### src/rtl/ustream_bi_to_bin_pkg.sv
// rtl/ustream_bi_to_bin_pkg.sv - shared types and defaults for the bipolar stream-to-binary converter
package ustream_pkg;

  localparam int DEF_W = 8;

  typedef enum logic [1:0] {
    IDLE = 2'd0,
    RUN  = 2'd1,
    DONE = 2'd2
  } conv_state_t;

endpackage

### src/rtl/ustream_bi_to_bin_if.sv
// rtl/ustream_bi_to_bin_if.sv - sampling and result handshake bundle between producer, converter and consumer
interface ustream_bi_to_bin_if
  import ustream_pkg::*;
#(
  parameter int W = DEF_W
);

  logic         iStart;
  logic         iEn;
  logic         iBit;
  logic         iReady;
  logic         oBusy;
  logic         oValid;
  logic [W-1:0] oData;
  logic         oSat;

  modport master (
    output iStart, iEn, iBit, iReady,
    input  oBusy, oValid, oData, oSat
  );

  modport slave (
    input  iStart, iEn, iBit, iReady,
    output oBusy, oValid, oData, oSat
  );

endinterface

### src/rtl/ustream_bi_to_bin_win_cnt.sv
// rtl/ustream_bi_to_bin_win_cnt.sv - enable-gated W+1 bit window counter with sync clear and terminal flag
module uWinCnt
  import ustream_pkg::*;
#(
  parameter int W = DEF_W
) (
  input  logic       clk,
  input  logic       rst_n,
  input  logic       clr_i,
  input  logic       en_i,
  output logic [W:0] cnt_o,
  output logic       term_o
);

  localparam logic [W:0] TERM = {1'b1, {W{1'b0}}};

  logic [W:0] cnt_q;
  logic [W:0] cnt_d;

  always_comb begin
    cnt_d = cnt_q;
    if (clr_i) begin
      cnt_d = '0;
    end else if (en_i) begin
      cnt_d = cnt_q + 1'b1;
    end
  end

  always_ff @(posedge clk or negedge rst_n) begin
    if (!rst_n) begin
      cnt_q <= '0;
    end else begin
      cnt_q <= cnt_d;
    end
  end

  assign cnt_o  = cnt_q;
  assign term_o = (cnt_q == TERM);

endmodule

### src/rtl/ustream_bi_to_bin.sv
// rtl/ustream_bi_to_bin.sv - counts ones over a 2^W sample window and emits the signed bipolar result
module ustream_bi_to_bin
  import ustream_pkg::*;
#(
  parameter int W = DEF_W
) (
  input logic                 clk,
  input logic                 rst_n,
  ustream_bi_to_bin_if.slave  bus
);

  localparam logic [W:0]   LAST_IDX = {1'b0, {W{1'b1}}};
  localparam logic [W-1:0] HALF     = {1'b1, {(W-1){1'b0}}};
  localparam logic [W-1:0] MAX_POS  = {1'b0, {(W-1){1'b1}}};

  conv_state_t  state_q, state_d;
  logic [W-1:0] data_q, data_d;
  logic         sat_q, sat_d;

  logic         clr;
  logic         take;
  logic         last;
  logic [W:0]   samp_cnt;
  logic [W:0]   ones_cnt;
  logic [W:0]   ones_final;
  logic         samp_term;
  logic         ones_term;

  // Terminal flags gate the enables so neither counter can ever wrap.
  assign take       = (state_q == RUN) && bus.iEn && !samp_term;
  assign last       = take && (samp_cnt == LAST_IDX);
  assign ones_final = ones_cnt + {{W{1'b0}}, bus.iBit};

  uWinCnt #(.W(W)) u_samp_cnt (
    .clk    (clk),
    .rst_n  (rst_n),
    .clr_i  (clr),
    .en_i   (take),
    .cnt_o  (samp_cnt),
    .term_o (samp_term)
  );

  uWinCnt #(.W(W)) u_ones_cnt (
    .clk    (clk),
    .rst_n  (rst_n),
    .clr_i  (clr),
    .en_i   (take && bus.iBit && !ones_term),
    .cnt_o  (ones_cnt),
    .term_o (ones_term)
  );

  always_comb begin
    state_d = state_q;
    data_d  = data_q;
    sat_d   = sat_q;
    clr     = 1'b0;
    case (state_q)
      IDLE: begin
        if (bus.iStart) begin
          state_d = RUN;
          clr     = 1'b1;
        end
      end
      RUN: begin
        // The final bit is folded in here so the result is ready on DONE entry.
        if (last) begin
          state_d = DONE;
          if (ones_final[W]) begin
            data_d = MAX_POS;
            sat_d  = 1'b1;
          end else begin
            data_d = ones_final[W-1:0] - HALF;
            sat_d  = 1'b0;
          end
        end
      end
      DONE: begin
        if (bus.iReady) begin
          if (bus.iStart) begin
            state_d = RUN;
            clr     = 1'b1;
          end else begin
            state_d = IDLE;
          end
        end
      end
      default: begin
        state_d = IDLE;
      end
    endcase
  end

  always_ff @(posedge clk or negedge rst_n) begin
    if (!rst_n) begin
      state_q <= IDLE;
      data_q  <= '0;
      sat_q   <= 1'b0;
    end else begin
      state_q <= state_d;
      data_q  <= data_d;
      sat_q   <= sat_d;
    end
  end

  assign bus.oBusy  = (state_q == RUN);
  assign bus.oValid = (state_q == DONE);
  assign bus.oData  = data_q;
  assign bus.oSat   = sat_q;

endmodule
### src/flat_wrapper.sv
// flat-port wrapper written by rule: the top's interface ports become plain ports
module ustream_bi_to_bin_flat import ustream_pkg::*;
#(
  parameter int W = DEF_W
)
  (clk, rst_n, bus_iStart, bus_iEn, bus_iBit, bus_iReady, bus_oBusy, bus_oValid, bus_oData, bus_oSat);
  ustream_bi_to_bin_if #(.W(W)) bus_i ();
  input logic clk;
  input logic rst_n;
  input wire logic [$bits(bus_i.iStart)-1:0] bus_iStart;
  input wire logic [$bits(bus_i.iEn)-1:0] bus_iEn;
  input wire logic [$bits(bus_i.iBit)-1:0] bus_iBit;
  input wire logic [$bits(bus_i.iReady)-1:0] bus_iReady;
  output wire logic [$bits(bus_i.oBusy)-1:0] bus_oBusy;
  output wire logic [$bits(bus_i.oValid)-1:0] bus_oValid;
  output wire logic [$bits(bus_i.oData)-1:0] bus_oData;
  output wire logic [$bits(bus_i.oSat)-1:0] bus_oSat;
  assign bus_i.iStart = bus_iStart;
  assign bus_i.iEn = bus_iEn;
  assign bus_i.iBit = bus_iBit;
  assign bus_i.iReady = bus_iReady;
  assign bus_oBusy = bus_i.oBusy;
  assign bus_oValid = bus_i.oValid;
  assign bus_oData = bus_i.oData;
  assign bus_oSat = bus_i.oSat;
  ustream_bi_to_bin #(.W(W)) u_core (.clk(clk), .rst_n(rst_n), .bus(bus_i));
endmodule
### config.mk
export PLATFORM = sky130hd
export DESIGN_NAME = ustream_bi_to_bin_flat
export DESIGN_NICKNAME = d
export VERILOG_FILES = /design/src/rtl/ustream_bi_to_bin_pkg.sv /design/src/rtl/ustream_bi_to_bin_if.sv /design/src/rtl/ustream_bi_to_bin_win_cnt.sv /design/src/rtl/ustream_bi_to_bin.sv /design/src/flat_wrapper.sv
export SDC_FILE = /design/constraint.sdc
export NUM_CORES = 1
export LEC_CHECK = 0
export CAP_MARGIN = 20
export CORE_MARGIN = 10
export CORE_UTILIZATION = 50
export DETAILED_ROUTE_END_ITERATION = 12
export GPL_ROUTABILITY_DRIVEN = 0
export HOLD_SLACK_MARGIN = 0.1
export PLACE_DENSITY = 0.72
export SYNTH_ARGS = -nofsm -noshare
export SYNTH_HDL_FRONTEND = slang
export SYNTH_SLANG_ARGS = --single-unit
### constraint.sdc
create_clock -name clk -period 2.35 [get_ports clk]
set_input_delay 0.3525 -clock clk [delete_from_list [all_inputs] [get_ports clk]]
set_output_delay 0.3525 -clock clk [all_outputs]
set_load 0.05 [all_outputs]
Yosys cells after proc, flatten, opt, wreduce, memory -nomap -nowiden
Index checks and enable logic that the tools add are counted.
{"block": "totals", "reg_bits": 29}
{"block": "classes", "addsub": 4, "eq_ne": 8, "n_mux": 14, "n_reduce_logical": 12}
{"op": "9-bit 2-to-1 mux", "count": 4}
{"op": "9-bit by 1-bit adder with 9-bit output, second input constant", "count": 2}
{"op": "9-bit == test, second input constant", "count": 2}
{"op": "9-bit by 1-bit adder with 9-bit output", "count": 1}
{"op": "9-bit by 8-bit == test with 1-bit output, second input constant", "count": 1}
{"op": "8-bit 2-to-1 mux", "count": 1}
{"op": "8-bit subtractor, second input constant", "count": 1}
{"op": "2-bit 2-to-1 mux", "count": 3}
{"op": "2-bit case mux with 3 select lines", "count": 1}
{"op": "1-bit logical AND", "count": 5}
{"op": "1-bit 2-to-1 mux", "count": 4}
{"op": "2-bit != test, second input constant", "count": 2}
{"op": "2-bit nonzero test", "count": 2}
{"op": "3-bit AND reduction", "count": 1}
{"op": "2-bit by 1-bit == test with 1-bit output, second input constant", "count": 1}
{"op": "2-bit == test, second input constant", "count": 1}
{"op": "1-bit zero test", "count": 2}
{"op": "2-bit zero test", "count": 1}
{"op": "2-bit by 1-bit != test with 1-bit output, second input constant", "count": 1}
{"op": "1-bit case mux with 2 select lines", "count": 1}
{"op": "2-bit AND reduction", "count": 1}

Longest topological paths before layout
{"block": "depth", "word_depth": 7, "depth_mapped": 9, "depth_no_buf": 8}

Cells and area by module
From an unflattened synthesis, not the netlist that was laid out.
{"block": "hier_totals", "hier_cells": 156, "area_unflattened_um2": 1612.8}
{"mod": "uWinCnt", "instances": 2, "cells_each": 49, "area_per_inst_um2": 481.7}
{"mod": "ustream_bi_to_bin", "instances": 1, "cells_each": 58, "area_per_inst_um2": 649.4}

Least setup slack after synthesis
No wires, ideal clock.
{"block": "synth_timing", "path_type": "register -> register", "startpoint": "register u_core.u_samp_cnt.cnt_q[2] (netlist: u_core.u_samp_cnt.cnt_o[2])", "endpoint": "register u_core.data_q[5] (netlist: u_core.bus.oData[5])", "setup_ns": 0.082, "t_arrival_ns": 1.929, "slack_ns": 0.339, "stages_incl_launch_ff": 10, "n_path_buf": 1, "period_less_slack_ns": 2.011, "cell_sequence": "dfrtp_1 > nand4_1 > or2_2 > nor2_1 > ha_1 > inv_1 > a211oi_2 > buf_2 > nor2_1 > a31oi_1"}
{"block": "synth_between", "elab_chain_len": 5, "elab_cells_between_ends": 6}
{"element": "start, declared", "line_no": "ustream_bi_to_bin_win_cnt.sv:17", "rtl": "logic [W:0] cnt_q;"}
{"element": "start signal, assigned", "line_no": "ustream_bi_to_bin_win_cnt.sv:33", "rtl": "cnt_q <= cnt_d;"}
{"element": "9-bit == test", "line_no": "ustream_bi_to_bin_win_cnt.sv:38", "rtl": "assign term_o = (cnt_q == TERM);"}
{"element": "1-bit zero test", "line_no": "ustream_bi_to_bin.sv:30", "rtl": "assign take = (state_q == RUN) && bus.iEn && !samp_term;"}
{"element": "1-bit logical AND", "line_no": "ustream_bi_to_bin.sv:30"}
{"element": "1-bit logical AND *", "line_no": "ustream_bi_to_bin.sv:31", "rtl": "assign last = take && (samp_cnt == LAST_IDX);"}
{"element": "2-bit AND reduction (no source line) *"}
{"element": "end signal, assigned", "line_no": "ustream_bi_to_bin.sv:100", "rtl": "data_q <= data_d;"}
{"element": "end, declared", "line_no": "ustream_bi_to_bin.sv:17", "rtl": "logic [W-1:0] data_q, data_d;"}
Every way passes the cells marked *; elsewhere a longest branch is shown, timed or not.
A chain may end at the register's enable or synchronous reset.

Worst setup path after layout
{"block": "layout_timing", "startpoint": "register u_core.state_q[0]", "endpoint": "output port bus_oBusy"}
{"block": "layout_between", "elab_chain_len": 1}
{"element": "start, declared", "line_no": "ustream_bi_to_bin.sv:16", "rtl": "conv_state_t state_q, state_d;"}
{"element": "start signal, assigned", "line_no": "ustream_bi_to_bin.sv:99", "rtl": "state_q <= state_d;"}
{"element": "2-bit by 1-bit == test with 1-bit output", "line_no": "ustream_bi_to_bin.sv:105", "rtl": "assign bus.oBusy = (state_q == RUN);"}
{"element": "end, declared", "line_no": "flat_wrapper.sv:14", "rtl": "output wire logic [$bits(bus_i.oBusy)-1:0] bus_oBusy;"}
No other way between the ends.

==> flow_metrics.tcl <==
set metrics [dict create \
    cts_root_buffer "clkbuf_4" \
    clk_latency_ps 340 \
    cts_tree "yes" \
    wl_per_cell_microns 15.0 \
    gr-usage-all-layers_pct 12.7 \
    ys_seq_area_share_pct 44.2 \
    endpoint_kind "output port" \
    synthesis.instances 168 \
    cts.htree.levels 2 \
    grt_pass1_wl_microns 6180 \
    crit_path_cell_trace "nor2b_1 -> clkdlybuf4s50_1" \
    ant_nets 0 \
    grt_pass1_vias 1327 \
    synth_nets 181 \
    areaGrowthSynthToFinish_pct 18.3 \
    status "finished clean" \
    period_needed_ps 2120 \
    fin_skew_ps 7.20 \
    post_cts_buffers 0 \
    slew_headroom_pct 57.4 \
    cp.arrival_ps 1770 \
    grt_overflow 0 \
    cp_slowest_cell "clkdlybuf4s50_1" \
    max_freq_ghz 0.472 \
    die_area_sq_mm 0.00597 \
    fin_nets 204 \
    final_area_sq_mm 0.00194 \
    antenna_found_initial 0 \
    grt_max_degree 30 \
    core_area_sq_mm 0.00310 \
    maxSlewViolCount 0 \
    mostFrequentLayoutCell "dfrtp_1" \
    firstDrtPassIters 4 \
    layout-drive-gt1-share_pct 11.0 \
    max_cap_violations 0 \
    avgViaCountPerCell 5.78 \
    cp_max_fo 5 \
    synth_seq_cells 29 \
    crit_type "register to output port" \
    async_reset_ff_share_pct 100 \
    drtIter0Drc 110 \
    clockBufferDepth 2 \
    synth_area_leader_cell "dfrtp_1" \
    dp_hpwl_microns 2650 \
    finalCritPeriodShare_pct 90.2 \
    synth_top_area_share_pct 44.2 \
    insertedDiodeCount 0 \
    hold_violations 0 \
    rsz0062_at_grt "false" \
    clk_pin_slew_ps 90 \
    die_h_microns 77.3 \
    yosys_warnings 0 \
    r2r_start "u_core.u_samp_cnt.cnt_o[3]" \
    worst_pin_slew_ps 634 \
    drc 0 \
    syn_area_sq_mm 0.00164 \
    numCtsBuffers 5 \
    synth.distinct_cells 38 \
    vdd_drop_max_mv 0.407 \
    syn_avg_cell_area_sq_um 9.76 \
    min_path_type "input pin to async pin" \
    cts-resized-gates 0 \
    rows 20 \
    initial_core_util_pct 52.9 \
    cts_sinks 29 \
    final_util_pct 62.5 \
    dp.cells 228 \
    layout_common_cells "dfrtp_1, clkdlybuf4s50_1, nor2_1, inv_1, nand2_1" \
    setup_viol_count_final 0 \
    synth_flop_cell "dfrtp_1" \
    hold_buffers 0 \
    die_w_microns 77.3 \
    stdcell_count 235 \
    routed_wl_microns 3530 \
    cp-startpoint "u_core.state_q[0]" \
    cpPeakStageDelay_ps 830 \
    critPathRequiredTime_ps 2000 \
    port-buffer-count 16 \
    setup_tns_ps 0 \
    power.leakage_nw 0.817 \
    vias 1358 \
    power_density_mw_per_mm2 684 \
    worst_setup_path_start_kind "register" \
    place_area_sq_mm 0.00189 \
    pin_count 17 \
    synth_edf_count 0 \
    synth.area.top_cells "dfrtp_1, ha_1, o31ai_1" \
]
stage by stage:
stage,total power [W],setup slack [ps],hold WS (ps)
after floorplan,0.000906,339,56.9
after CTS,0.00134,211,395
final,0.00133,231,385
after global placement,0.000998,132,509
after global routing,0.00142,124,409
after detailed placement,0.00103,33.6,516
power by group:
| group | switching, W | internal (W) | leakage (nW) | total [W] |
|---|---|---|---|---|
| logic | 0.000183 | 0.000153 | 0.395 | 0.000336 |
| clock network | 0.000173 | 0.000141 | 0.0314 | 0.000314 |
| registers | 0.000113 | 0.000564 | 0.391 | 0.000677 |
cells in the mapped netlist, types with 2 or more instances:
cell / instances
nand3b_1: 2
ha_1: 7
a31oi_1: 6
xnor2_1: 6
buf_6: 2
o31ai_1: 9
nand2_1: 11
xor2_1: 3
inv_1: 11
nor2_1: 15
clkbuf_1: 6
mux2i_1: 2
nor2b_1: 3
a21oi_1: 7
o21ai_1: 4
dfrtp_1: 29
o211ai_1: 4
nand3_1: 7
nand4_1: 8
a21o_1: 3
a2111oi_0: 2
or4_1: 5
flip-flops by register name, indices dropped and copies added, names as in the netlist:
register / count
u_core.bus.oSat: 1
u_core.u_ones_cnt.cnt_o: 9
u_core.bus.oData: 8
u_core.u_samp_cnt.cnt_o: 9
u_core.state_q: 2
area by class of cell:
class / instances / area (sq um)
flip-flops and latches: 29 / 726
fillers: 274 / 1160
inverters: 11 / 41.3
clock buffers: 7 / 55.1
multi-input cells: 119 / 823
repair buffers: 25 / 240
well taps: 44 / 55.1
kinds of logic after synthesis:
family / Yosys count / share of synthesized area, %
simple gates: 58 / 20.5
mux: 3 / 1.91
compound gates: 42 / 17.6
buf+inv: 20 / 5.57
flops: 29 / 44.2
xor+xnor: 9 / 4.81
fa+ha+maj: 7 / 5.34
worst paths after layout:
kind	endpoint	slack, ps	cells after the start
min in group clk	u_core.bus.oSat	530	2
max reg2reg	u_core.bus.oData[7]	280	9
min	u_core.u_samp_cnt.cnt_o[6]	380	2
max	bus_oBusy	230	2
max in group asynchronous	u_core.u_ones_cnt.cnt_o[3]	1680	2
min reg2reg	u_core.bus.oSat	530	2
critical path, delay by kind of cell (launching register included):
kind | cells | cell delay [ps]
simple gates | 1 | 200
buf+inv | 1 | 830
flops | 1 | 400
per-layer routing:
metal	GRT usage [%]	wire length (microns)	up-vias
met5	0	0	-
met4	4.93	49	0
met3	4.78	172	6
met2	20.4	1720	26
met1	14.9	1590	662
li1	-	-	664
Note: power is estimated with default switching activity, not from simulation.
